$ cat src/rtl/fp_mul_arbiter_pkg.sv
// Shared definitions for the FP multiplier arbiter and sibling shared-DSP schedulers.
//   FP_W            : single-precision word width
//   DEF_MUL_LATENCY : default hard-DSP multiplier latency
//   arb_state_e     : sequencer states
//   fp_op_t         : operand pair presented to the multiplier
//   clog2           : ceiling log2 for parameter-derived widths
package fp_mul_arbiter_pkg;

  localparam int unsigned FP_W            = 32;
  localparam int unsigned DEF_MUL_LATENCY = 4;

  typedef enum logic [1:0] {
    ST_INIT,
    ST_RUN,
    ST_DRAIN,
    ST_CLEAR
  } arb_state_e;

  typedef struct packed {
    logic [FP_W-1:0] a;
    logic [FP_W-1:0] b;
  } fp_op_t;

  function automatic int unsigned clog2(input int unsigned n);
    int unsigned r;
    r = 0;
    while ((64'd1 << r) < 64'(n)) r = r + 1;
    return r;
  endfunction

endpackage

$ cat src/rtl/fp_mul_arbiter_if.sv
// Requester-side bus of the FP multiplier arbiter.
//   req_valid/req_ready : per-requester operand handshake
//   req_a/req_b         : packed operands, requester i at [32i+31:32i]
//   rsp_valid/rsp_data  : one-hot result strobe and shared product
interface fp_mul_arbiter_if #(
  parameter int unsigned NUM_REQ = 4
);
  import fp_mul_arbiter_pkg::*;

  logic [NUM_REQ-1:0]      req_valid;
  logic [NUM_REQ-1:0]      req_ready;
  logic [NUM_REQ*FP_W-1:0] req_a;
  logic [NUM_REQ*FP_W-1:0] req_b;
  logic [NUM_REQ-1:0]      rsp_valid;
  logic [FP_W-1:0]         rsp_data;

  modport master (
    output req_valid, req_a, req_b,
    input  req_ready, rsp_valid, rsp_data
  );

  modport slave (
    input  req_valid, req_a, req_b,
    output req_ready, rsp_valid, rsp_data
  );

endinterface

$ cat src/rtl/fp_mul_arbiter_rr_arbiter.sv
// Round-robin arbiter with internal last-grant pointer.
//   clk, rst_n   : clock, async active-low reset (pointer resets to NUM_REQ-1)
//   req          : request vector
//   advance      : grant was taken this cycle; move pointer to the grantee
//   grant_c      : combinational one-hot grant (zero when no request)
//   grant_id_c   : binary index of the grant
module rr_arbiter
  import fp_mul_arbiter_pkg::*;
#(
  parameter  int unsigned NUM_REQ = 4,
  localparam int unsigned ID_W    = clog2(NUM_REQ)
) (
  input  logic               clk,
  input  logic               rst_n,
  input  logic [NUM_REQ-1:0] req,
  input  logic               advance,
  output logic [NUM_REQ-1:0] grant_c,
  output logic [ID_W-1:0]    grant_id_c
);

  logic [ID_W-1:0] last_q, last_d;
  logic [ID_W-1:0] cand;
  logic            hit;

  // First requester after last_q, wrapping around.
  always_comb begin
    grant_c    = '0;
    grant_id_c = '0;
    hit        = 1'b0;
    cand       = '0;
    for (int unsigned off = 1; off <= NUM_REQ; off++) begin
      cand = ID_W'((32'(last_q) + off) % NUM_REQ);
      if (!hit && req[cand]) begin
        hit           = 1'b1;
        grant_c[cand] = 1'b1;
        grant_id_c    = cand;
      end
    end
  end

  // Kept apart from the grant search: advance is derived from grant_c.
  always_comb begin
    last_d = advance ? grant_id_c : last_q;
  end

  always_ff @(posedge clk or negedge rst_n) begin
    if (!rst_n) last_q <= ID_W'(NUM_REQ - 1);
    else        last_q <= last_d;
  end

endmodule

$ cat src/rtl/fp_mul_arbiter.sv
// Shares one pipelined FP multiplier among NUM_REQ requesters.
//   clk, rst_n        : clock, async active-low reset
//   bus (slave)       : requester handshake, operands, one-hot responses
//   flush_req         : level request to drain and clear the multiplier
//   flush_done        : one-cycle pulse when the flush completes
//   busy              : low only in RUN with nothing in flight
//   mul_ay/az/ena/clr : multiplier operand and control outputs
//   mul_result        : multiplier product
module fp_mul_arbiter
  import fp_mul_arbiter_pkg::*;
#(
  parameter int unsigned NUM_REQ     = 4,
  parameter int unsigned MUL_LATENCY = DEF_MUL_LATENCY
) (
  input  logic             clk,
  input  logic             rst_n,
  fp_mul_arbiter_if.slave  bus,
  input  logic             flush_req,
  output logic             flush_done,
  output logic             busy,
  output logic [FP_W-1:0]  mul_ay,
  output logic [FP_W-1:0]  mul_az,
  output logic             mul_ena,
  output logic             mul_clr,
  input  logic [FP_W-1:0]  mul_result
);

  localparam int unsigned ID_W  = clog2(NUM_REQ);
  localparam int unsigned CNT_W = clog2(MUL_LATENCY + 1);
  // Stage 0 sits beside the operand registers; stages 1..L track the DSP.
  localparam int unsigned TAG_N = MUL_LATENCY + 1;

  arb_state_e         state_q, state_d;
  logic [CNT_W-1:0]   cnt_q, cnt_d;
  fp_op_t             issue_q, issue_d;
  logic [TAG_N-1:0]   tag_vld_q, tag_vld_d;
  logic [ID_W-1:0]    tag_id_q [TAG_N];
  logic [ID_W-1:0]    tag_id_d [TAG_N];
  logic [NUM_REQ-1:0] rsp_valid_q, rsp_valid_d;
  logic [FP_W-1:0]    rsp_data_q, rsp_data_d;
  logic               flush_done_q, flush_done_d;
  logic               busy_q, busy_d;
  logic               mul_ena_q, mul_ena_d;
  logic               mul_clr_q, mul_clr_d;

  logic [NUM_REQ-1:0] arb_req_c;
  logic [NUM_REQ-1:0] grant_c;
  logic [ID_W-1:0]    grant_id_c;
  logic               accept_c;

  // Arbitration only in RUN, and already masked in the cycle flush_req is seen.
  assign arb_req_c = (state_q == ST_RUN && !flush_req) ? bus.req_valid : '0;
  assign accept_c  = |grant_c;

  rr_arbiter #(.NUM_REQ(NUM_REQ)) u_rr (
    .clk        (clk),
    .rst_n      (rst_n),
    .req        (arb_req_c),
    .advance    (accept_c),
    .grant_c    (grant_c),
    .grant_id_c (grant_id_c)
  );

  // Sequencer: INIT/CLEAR hold clr for MUL_LATENCY cycles, DRAIN waits for empty tags.
  always_comb begin
    state_d      = state_q;
    cnt_d        = cnt_q;
    flush_done_d = 1'b0;
    unique case (state_q)
      ST_INIT: begin
        if (cnt_q == '0) state_d = ST_RUN;
        else             cnt_d   = cnt_q - CNT_W'(1);
      end
      ST_RUN: begin
        if (flush_req) state_d = ST_DRAIN;
      end
      ST_DRAIN: begin
        if (tag_vld_q == '0) begin
          state_d = ST_CLEAR;
          cnt_d   = CNT_W'(MUL_LATENCY - 1);
        end
      end
      ST_CLEAR: begin
        if (cnt_q == '0) begin
          state_d      = ST_RUN;
          flush_done_d = 1'b1;
        end else begin
          cnt_d = cnt_q - CNT_W'(1);
        end
      end
      default: state_d = ST_INIT;
    endcase
    mul_ena_d = 1'b1;
    mul_clr_d = (state_d == ST_INIT) || (state_d == ST_CLEAR);
  end

  // Operand issue, tag pipeline and response routing.
  always_comb begin
    issue_d = issue_q;
    for (int i = 0; i < int'(NUM_REQ); i++) begin
      if (grant_c[i]) begin
        issue_d.a = bus.req_a[i*FP_W +: FP_W];
        issue_d.b = bus.req_b[i*FP_W +: FP_W];
      end
    end

    tag_vld_d = tag_vld_q;
    for (int s = 0; s < int'(TAG_N); s++) tag_id_d[s] = tag_id_q[s];
    if (mul_ena_q) begin
      tag_vld_d   = {tag_vld_q[TAG_N-2:0], accept_c};
      tag_id_d[0] = grant_id_c;
      for (int s = 1; s < int'(TAG_N); s++) tag_id_d[s] = tag_id_q[s-1];
    end

    rsp_valid_d = '0;
    rsp_data_d  = rsp_data_q;
    if (mul_ena_q && tag_vld_q[TAG_N-1]) begin
      rsp_valid_d = NUM_REQ'(1) << tag_id_q[TAG_N-1];
      rsp_data_d  = mul_result;
    end

    busy_d = !((state_d == ST_RUN) && (tag_vld_d == '0));
  end

  always_ff @(posedge clk or negedge rst_n) begin
    if (!rst_n) begin
      state_q      <= ST_INIT;
      cnt_q        <= CNT_W'(MUL_LATENCY - 1);
      issue_q      <= '0;
      tag_vld_q    <= '0;
      for (int s = 0; s < int'(TAG_N); s++) tag_id_q[s] <= '0;
      rsp_valid_q  <= '0;
      rsp_data_q   <= '0;
      flush_done_q <= 1'b0;
      busy_q       <= 1'b1;
      mul_ena_q    <= 1'b0;
      mul_clr_q    <= 1'b1;
    end else begin
      state_q      <= state_d;
      cnt_q        <= cnt_d;
      issue_q      <= issue_d;
      tag_vld_q    <= tag_vld_d;
      for (int s = 0; s < int'(TAG_N); s++) tag_id_q[s] <= tag_id_d[s];
      rsp_valid_q  <= rsp_valid_d;
      rsp_data_q   <= rsp_data_d;
      flush_done_q <= flush_done_d;
      busy_q       <= busy_d;
      mul_ena_q    <= mul_ena_d;
      mul_clr_q    <= mul_clr_d;
    end
  end

  assign bus.req_ready = grant_c;
  assign bus.rsp_valid = rsp_valid_q;
  assign bus.rsp_data  = rsp_data_q;
  assign mul_ay        = issue_q.a;
  assign mul_az        = issue_q.b;
  assign mul_ena       = mul_ena_q;
  assign mul_clr       = mul_clr_q;
  assign flush_done    = flush_done_q;
  assign busy          = busy_q;

endmodule
$ cat src/flat_wrapper.sv
// flat-port wrapper written by rule: the top's interface ports become plain ports
module fp_mul_arbiter_flat import fp_mul_arbiter_pkg::*;
#(
  parameter int unsigned NUM_REQ     = 4,
  parameter int unsigned MUL_LATENCY = DEF_MUL_LATENCY
)
  (clk, rst_n, flush_req, flush_done, busy, mul_ay, mul_az, mul_ena, mul_clr, mul_result, bus_req_valid, bus_req_a, bus_req_b, bus_req_ready, bus_rsp_valid, bus_rsp_data);
  fp_mul_arbiter_if #(.NUM_REQ(NUM_REQ)) bus_i ();
  input  logic clk;
  input  logic rst_n;
  input  logic flush_req;
  output logic flush_done;
  output logic busy;
  output logic [FP_W-1:0] mul_ay;
  output logic [FP_W-1:0] mul_az;
  output logic mul_ena;
  output logic mul_clr;
  input  logic [FP_W-1:0] mul_result;
  input wire logic [$bits(bus_i.req_valid)-1:0] bus_req_valid;
  input wire logic [$bits(bus_i.req_a)-1:0] bus_req_a;
  input wire logic [$bits(bus_i.req_b)-1:0] bus_req_b;
  output wire logic [$bits(bus_i.req_ready)-1:0] bus_req_ready;
  output wire logic [$bits(bus_i.rsp_valid)-1:0] bus_rsp_valid;
  output wire logic [$bits(bus_i.rsp_data)-1:0] bus_rsp_data;
  assign bus_i.req_valid = bus_req_valid;
  assign bus_i.req_a = bus_req_a;
  assign bus_i.req_b = bus_req_b;
  assign bus_req_ready = bus_i.req_ready;
  assign bus_rsp_valid = bus_i.rsp_valid;
  assign bus_rsp_data = bus_i.rsp_data;
  fp_mul_arbiter #(.NUM_REQ(NUM_REQ), .MUL_LATENCY(MUL_LATENCY)) u_core (.clk(clk), .rst_n(rst_n), .bus(bus_i), .flush_req(flush_req), .flush_done(flush_done), .busy(busy), .mul_ay(mul_ay), .mul_az(mul_az), .mul_ena(mul_ena), .mul_clr(mul_clr), .mul_result(mul_result));
endmodule
$ cat config.mk
export PLATFORM = sky130hd
export DESIGN_NAME = fp_mul_arbiter_flat
export DESIGN_NICKNAME = d
export VERILOG_FILES = /design/src/rtl/fp_mul_arbiter_pkg.sv /design/src/rtl/fp_mul_arbiter_if.sv /design/src/rtl/fp_mul_arbiter_rr_arbiter.sv /design/src/rtl/fp_mul_arbiter.sv /design/src/flat_wrapper.sv
export SDC_FILE = /design/constraint.sdc
export NUM_CORES = 1
export LEC_CHECK = 0
export ABC_AREA = 0
export CAP_MARGIN = 40
export CORE_AREA = 5 5 152 154
export CTS_CLUSTER_DIAMETER = 40
export DETAILED_ROUTE_END_ITERATION = 10
export DIE_AREA = 0 0 157 159
export PLACE_DENSITY = 0.72
export SYNTH_ARGS = -nofsm -noshare
export SYNTH_HDL_FRONTEND = slang
export SYNTH_SLANG_ARGS = --single-unit
$ cat constraint.sdc
create_clock -name clk -period 3.5 [get_ports clk]
set_input_delay 0.7 -clock clk [delete_from_list [all_inputs] [get_ports clk]]
set_output_delay 0.7 -clock clk [all_outputs]
set_load 0.005 [all_outputs]
==> results of run 1 <==
[through the flow]
step | setup WS [ns] | hold WS [ns] | total power (W) | setup TNS, ns | instance area, µm²
floorplan | 0.0629 | 0.404 | 0.00446 | 0 | 7220
global placement | -0.330 | 0.484 | 0.00665 | -21.32 | 11800
detailed placement | -0.356 | 0.492 | 0.00675 | -22.76 | 11800
CTS | 0.0112 | 0.272 | 0.00872 | 0 | 12500
global route | -0.0381 | 0.297 | 0.00915 | -0.343 | 12600
finish | 0.0500 | 0.268 | 0.00868 | 0 | 12600
[Yosys cell counts (3+ instances only)]
library cell / n
nand2b_1: 5
dfrtp_1: 120
ha_1: 14
buf_2: 3
clkbuf_1: 56
dfstp_2: 6
nor2_1: 5
o221a_1: 64
nor2b_1: 7
nor3_1: 8
mux2_2: 109
o21ai_0: 6
a2bb2oi_1: 64
mux2i_1: 4
nand2_1: 8
a21oi_1: 7
inv_1: 14
inv_2: 3
and3_1: 3
buf_6: 3
nor4_1: 66
[layout make-up]
| cell class | count | share of cell area, % |
|---|---|---|
| Clock inverter | 15 | 1.76 |
| Clock buffer | 17 | 3.38 |
| Tap cell | 280 | 2.79 |
| Multi-Input combinational cell | 409 | 30.6 |
| Timing Repair Buffer | 457 | 35.9 |
| Sequential cell | 126 | 25.1 |
| Inverter | 17 | 0.507 |
[routing by layer]
layer	vias to the layer above	share of wire (%)	wire length [µm]
li1	3297	-	-
met1	3415	37	10500
met2	294	53	15000
met3	40	8.6	2440
met4	0	2.1	606
met5	-	0	0
[timing repair]
action | CTS | global route
buffers inserted | 1 | 3
pin swaps | 0 | 3
cloned | 0 | 0
hold buffers | 0 | 0
endpoints found under the setup margin | 4 | 70
gates resized for setup | 10 | 20
[report_power, final]
| part | switching (W) | internal (W) |
|---|---|---|
| sequential | 0.000384 | 0.00215 |
| clock | 0.000769 | 0.00117 |
| combinational | 0.00162 | 0.00259 |
[logic make-up after synthesis]
family	Yosys count
AO/OA/AOI/OAI	165
flip-flops	126
multiplexers	116
AND/OR/NAND/NOR	113
buffers and inverters	81
adder cells (fa/ha/maj)	14
other	1
[registers in the layout, indices dropped and copies added (netlist names)]
name and count:
u_core.bus.rsp_data 32, u_core.mul_ay 32, u_core.mul_az 32, u_core.tag_id_q 10, u_core.tag_vld_q 5, u_core.bus.rsp_valid 4
u_core.cnt_q 3, u_core.state_q 2, u_core.u_rr.last_q 2, u_core.busy 1, u_core.flush_done 1, u_core.mul_clr 1
u_core.mul_ena 1
[critical path, stage by stage]
cell	delay, ns
clkdlybuf4s50_1	0.48
buf_4	0.13
buf_4	0.12
nor2b_1	0.15
o211ai_1	0.12
buf_4	0.16
buf_4	0.14
a2111oi_4	0.29
buf_4	0.18
nor3_4	0.04
inv_2	0.05
buf_4	0.09
buf_4	0.11
[how the worst max path moves through the flow]
stage	to	cells past startpoint	slack, ns
global route	bus_req_ready[1]	11	-0.04
floorplan	u_core.mul_ay[31]$_DFFE_PN0P_	13	0.06
global placement	bus_req_ready[3]	11	-0.33
CTS	bus_req_ready[1]	9	0.01
detailed placement	bus_req_ready[3]	11	-0.36
finish	bus_req_ready[3]	13	0.05
==> impl_metrics.toml, run 1 <==
[run_status]
status = "complete, no violations"

[layout]
most-common-layout-cells = "clkdlybuf4s50_1, dfrtp_1, mux2_2"
drive_gt1_share_pct = 21.7
final_common_cell = "clkdlybuf4s50_1"
final-seq-area_um2 = 3160
areaGrowthSynthToFinish_pct = 74.3
multi_input_comb_area_um2 = 3840
diodes = 0
fin_util_pct = 58.3
final_nets = 1337
nFillCells = 1859
final_cell_count_no_fill = 1321

[grt]
grt_max_degree = 66
gr-usage-met1_pct = 24.0
grt_usage_pct = 21.7
use_met3_pct = 6.93
antenna_found_initial = 0
grt-ovfl-total = 0
grt_pass1_vias = 7465
use_met2_pct = 39.8
grt_first_pass_wirelength_mm = 42.2
busiest_layer = "met2"

[synth]
synth_xor_area_share_pct = 0
ys_async_sr_fraction_pct = 100
syn_inst = 616
synth_edf_count = 0
synth_flop_cell = "dfrtp_1"
syn_nets = 925
yosysUniqueCellTypes = 51
synth-seq-cells = 126
synth_top_family_by_area = "compound AO/OA/AOI/OAI gates"
synth_mux_area_share_pct = 18.3
syn_area_um2 = 7210
seq_area_frac_synth_pct = 43.8
synth_area_leader_cell = "dfrtp_1"
synthSimpleGateAreaFrac_pct = 9.38
yosys_warnings = 0
synth_area_leaders = "dfrtp_1, mux2_2, o221a_1"
synth_top_area_share_pct = 41.6
syn_avg_cell_area_um2 = 11.7
synth_compound_area_share_pct = 21.3
synth_fa_ha_area_share_pct = 2.43

[critical_path]
r2r_cells = 11
critPathLaunch = "bus_req_valid[0]"
end_kind = "output pin"
critical_path_class = "in -> out"
rr_endpoint = "u_core.mul_az[10]$_DFFE_PN0P_"
critical_path_required_ns = 2.80
rr_startpoint = "u_core.u_rr.last_q[1]$_DFFE_PN1P_"
crit_arrival_ns = 2.75
critPathMaxFanout = 5
regToRegSetupSlack_ns = 0.09
critPathLaunchType = "input pin"

[clocking]
root_buffer = "clkbuf_16"
cts_buffers = 17
cts_tree = "built"
htreeDepth = 4
path_clk_slew_ns = 0.06
clock_insertion_delay_worst_skew_ns = 0.42
clock_sinks = 126
clock_path_buffers = 2

[route]
drtIter0Drc = 301
via_count = 7046
via_per_inst = 5.33
firstDrtPassIters = 5
drc = 0
wire_per_inst_um = 21.6
routed_wl_mm = 28.5
ant_nets = 0

[die]
rows = 54
coreArea_um2 = 21600
pin_count = 403
die_w_um = 157
dieArea_um2 = 25000
die_h_um = 159
start_util_pct = 33.5

[power]
leakage_nw = 5.03
ir_drop_v = 0.000307
p_per_area_nw_per_um2 = 690

[sta]
hold_violations = 0
max_slew_margin_pct = 45.6
finalCritPeriodShare_pct = 98.6
tightest_slew_ns = 0.816
clock_skew_ns = 0.0115
max_freq_mhz = 290
setup_viol = 0
drv_slew = 0
min_period_ns = 3.45

[place]
place_hpwl_mm = 21.1
port_buffers = 402
gp_congestion = 0.855
dp_cells = 1285

[job]
max_cap_violations = 0

[min_path]
hp-class = "in -> async"
(Power assumes the default switching activity.)
==> run 2: changes to the inputs <==
PLACE_DENSITY = 0.76   (was 0.72)
==> impl_metrics.toml, run 2 (same netlist as run 1, synthesis figures left out) <==
[run_status]
status = "complete, no violations"

[die]
die_h_um = 159
pin_count = 403
die_w_um = 157
start_util_pct = 33.5
coreArea_um2 = 21600
dieArea_um2 = 25000
rows = 54

[route]
routed_wl_mm = 29.0
drtIter0Drc = 341
via_count = 7153
drc = 0
ant_nets = 0
via_per_inst = 5.40
firstDrtPassIters = 5
wire_per_inst_um = 21.9

[critical_path]
cp_common_cell = "buf_4"
end_kind = "output pin"
path_delay_family = "buffers and inverters"
critical_path_class = "in -> out"
critPathMaxFanout = 6
crit_slowest_cell = "mux4_2"
crit_arrival_ns = 2.72
crit_chain = "clkdlybuf4s50_1 > buf_4 > nand2b_1 > mux4_2 > buf_4 > nor4_4 > buf_4 > nor3_4 > inv_2 > clkdlybuf4s15_2"
critical_path_required_ns = 2.80
crit_buf_inv = 6
slowest_delay_ns = 0.51
critPathLaunchType = "input pin"

[clocking]
clock_path_buffers = 2
htreeDepth = 4
cts_buffers = 17
path_clk_slew_ns = 0.07
postCtsHoldBufs = 0
clock_sinks = 126
cts_tree = "built"
root_buffer = "clkbuf_16"
clock_insertion_delay_worst_skew_ns = 0.41

[place]
dp_slack_ns = -0.395
place_hpwl_mm = 21.9
gp_congestion = 0.873
port_buffers = 402

[sta]
setup_viol = 0
drv_slew = 0
clock_skew_ns = 0.0144
worst_slack_ns = 0.0776
hold_violations = 0
fin_setup_tns_ns = 0
max_slew_margin_pct = 43.2
min_period_ns = 3.42
max_freq_mhz = 292
tightest_slew_ns = 0.851
finalCritPeriodShare_pct = 97.8

[power]
p_per_area_nw_per_um2 = 681
swShare_pct = 32.4
power_frac_comb_pct = 49.7
switchingPower_w = 0.00276
leakage_nw = 4.99
sequentialPowerShare_pct = 29.8
ir_drop_v = 0.000347
power.clock.fraction_pct = 20.5
intPower_w = 0.00575

[layout]
final_nets = 1339
most-common-layout-cells = "clkdlybuf4s50_1, dfrtp_1, mux2_2"
drive_gt1_share_pct = 21.8
final_common_cell = "clkdlybuf4s50_1"
areaGrowthSynthToFinish_pct = 73.3
nFillCells = 1793

[min_path]
hp-class = "in -> async"

[grt]
grt-ovfl-total = 0
grt_max_degree = 73
antenna_found_initial = 3
grt_first_pass_wirelength_mm = 43.5
grt_pass1_vias = 7581
grt_usage_pct = 22.3

[job]
max_cap_violations = 0
## run 2: power groups by stage
| stage | combinational, W | sequential [W] | clock, W |
|---|---|---|---|
| 3_3_place_gp | 0.00413 | 0.00253 | 0 |
| 5_1_grt | 0.00453 | 0.00261 | 0.00186 |
| 4_1_cts | 0.00424 | 0.00254 | 0.00179 |
| 2_1_floorplan | 0.00192 | 0.00254 | 0 |
| 3_5_place_dp | 0.00423 | 0.00255 | 0 |
| 6_report | 0.00423 | 0.00254 | 0.00174 |
## run 2: repair_timing
action	in CTS	in global routing
setup buffers	1	2
cloned	0	0
setup endpoints to repair	5	70
pin swaps	0	3
gates resized for setup	12	16
endpoints found under the hold margin	0	0
## run 2: stage by stage
stage | instance area (µm²) | hold WS [ns] | utilization (%) | cells | total power (W)
after global routing | 12500 | 0.354 | 58.0 | 1325 | 0.00900
after floorplan | 7220 | 0.404 | - | 616 | 0.00446
after global placement | 11800 | 0.482 | 54.9 | 1288 | 0.00666
after detailed placement | 11800 | 0.492 | 54.9 | 1288 | 0.00678
after CTS | 12500 | 0.315 | 57.8 | 1321 | 0.00857
final | 12500 | 0.311 | 58.0 | 1325 | 0.00851
## run 2: worst paths after layout
check | startpoint | to | slack [ns] | cells after the start
min in group clk | u_core.bus.rsp_data[4]$_DFFE_PN0P_ | u_core.bus.rsp_data[4]$_DFFE_PN0P_ | 0.50 | 1
max in group asynchronous | rst_n | u_core.mul_az[11]$_DFFE_PN0P_ | 2.44 | 2
worst max-delay path | bus_req_valid[2] | bus_req_ready[3] | 0.08 | 10
worst min register to register | u_core.bus.rsp_data[4]$_DFFE_PN0P_ | u_core.bus.rsp_data[4]$_DFFE_PN0P_ | 0.50 | 1
worst max register to register | u_core.u_rr.last_q[0]$_DFFE_PN1P_ | u_core.mul_ay[28]$_DFFE_PN0P_ | 0.17 | 12
worst min-delay path | rst_n | u_core.state_q[0]$_DFF_PN0_ | 0.31 | 1
## run 2: layout make-up
class	count	area, µm²	share of cell area (%)
diodes	2	5.00	0.0400
clock inverters	15	154	1.23
clock buffers	17	425	3.40
well taps	280	350	2.80
multi-input cells	409	3830	30.6
repair buffers	459	4520	36.1
inverters	17	63.8	0.510
flip-flops and latches	126	3160	25.3
## run 2: metal layers
metal / vias up / track usage [%] / part of all wire, %
met5: - / 0 / 0.069
met1: 3495 / 26.1 / 37
li1: 3291 / - / -
met3: 50 / 6.50 / 8.2
met4: 2 / 8.95 / 3.5
met2: 315 / 38.1 / 51
## run 2: worst reg2reg max path: cells and delay by family (launching register included)
family                   cells  cell delay, ns
adder cells (fa/ha/maj)      1            0.30
AO/OA/AOI/OAI                3            0.65
buffers and inverters        5            1.24
flip-flops                   1            0.57
AND/OR/NAND/NOR              2            0.20
multiplexers                 1            0.31
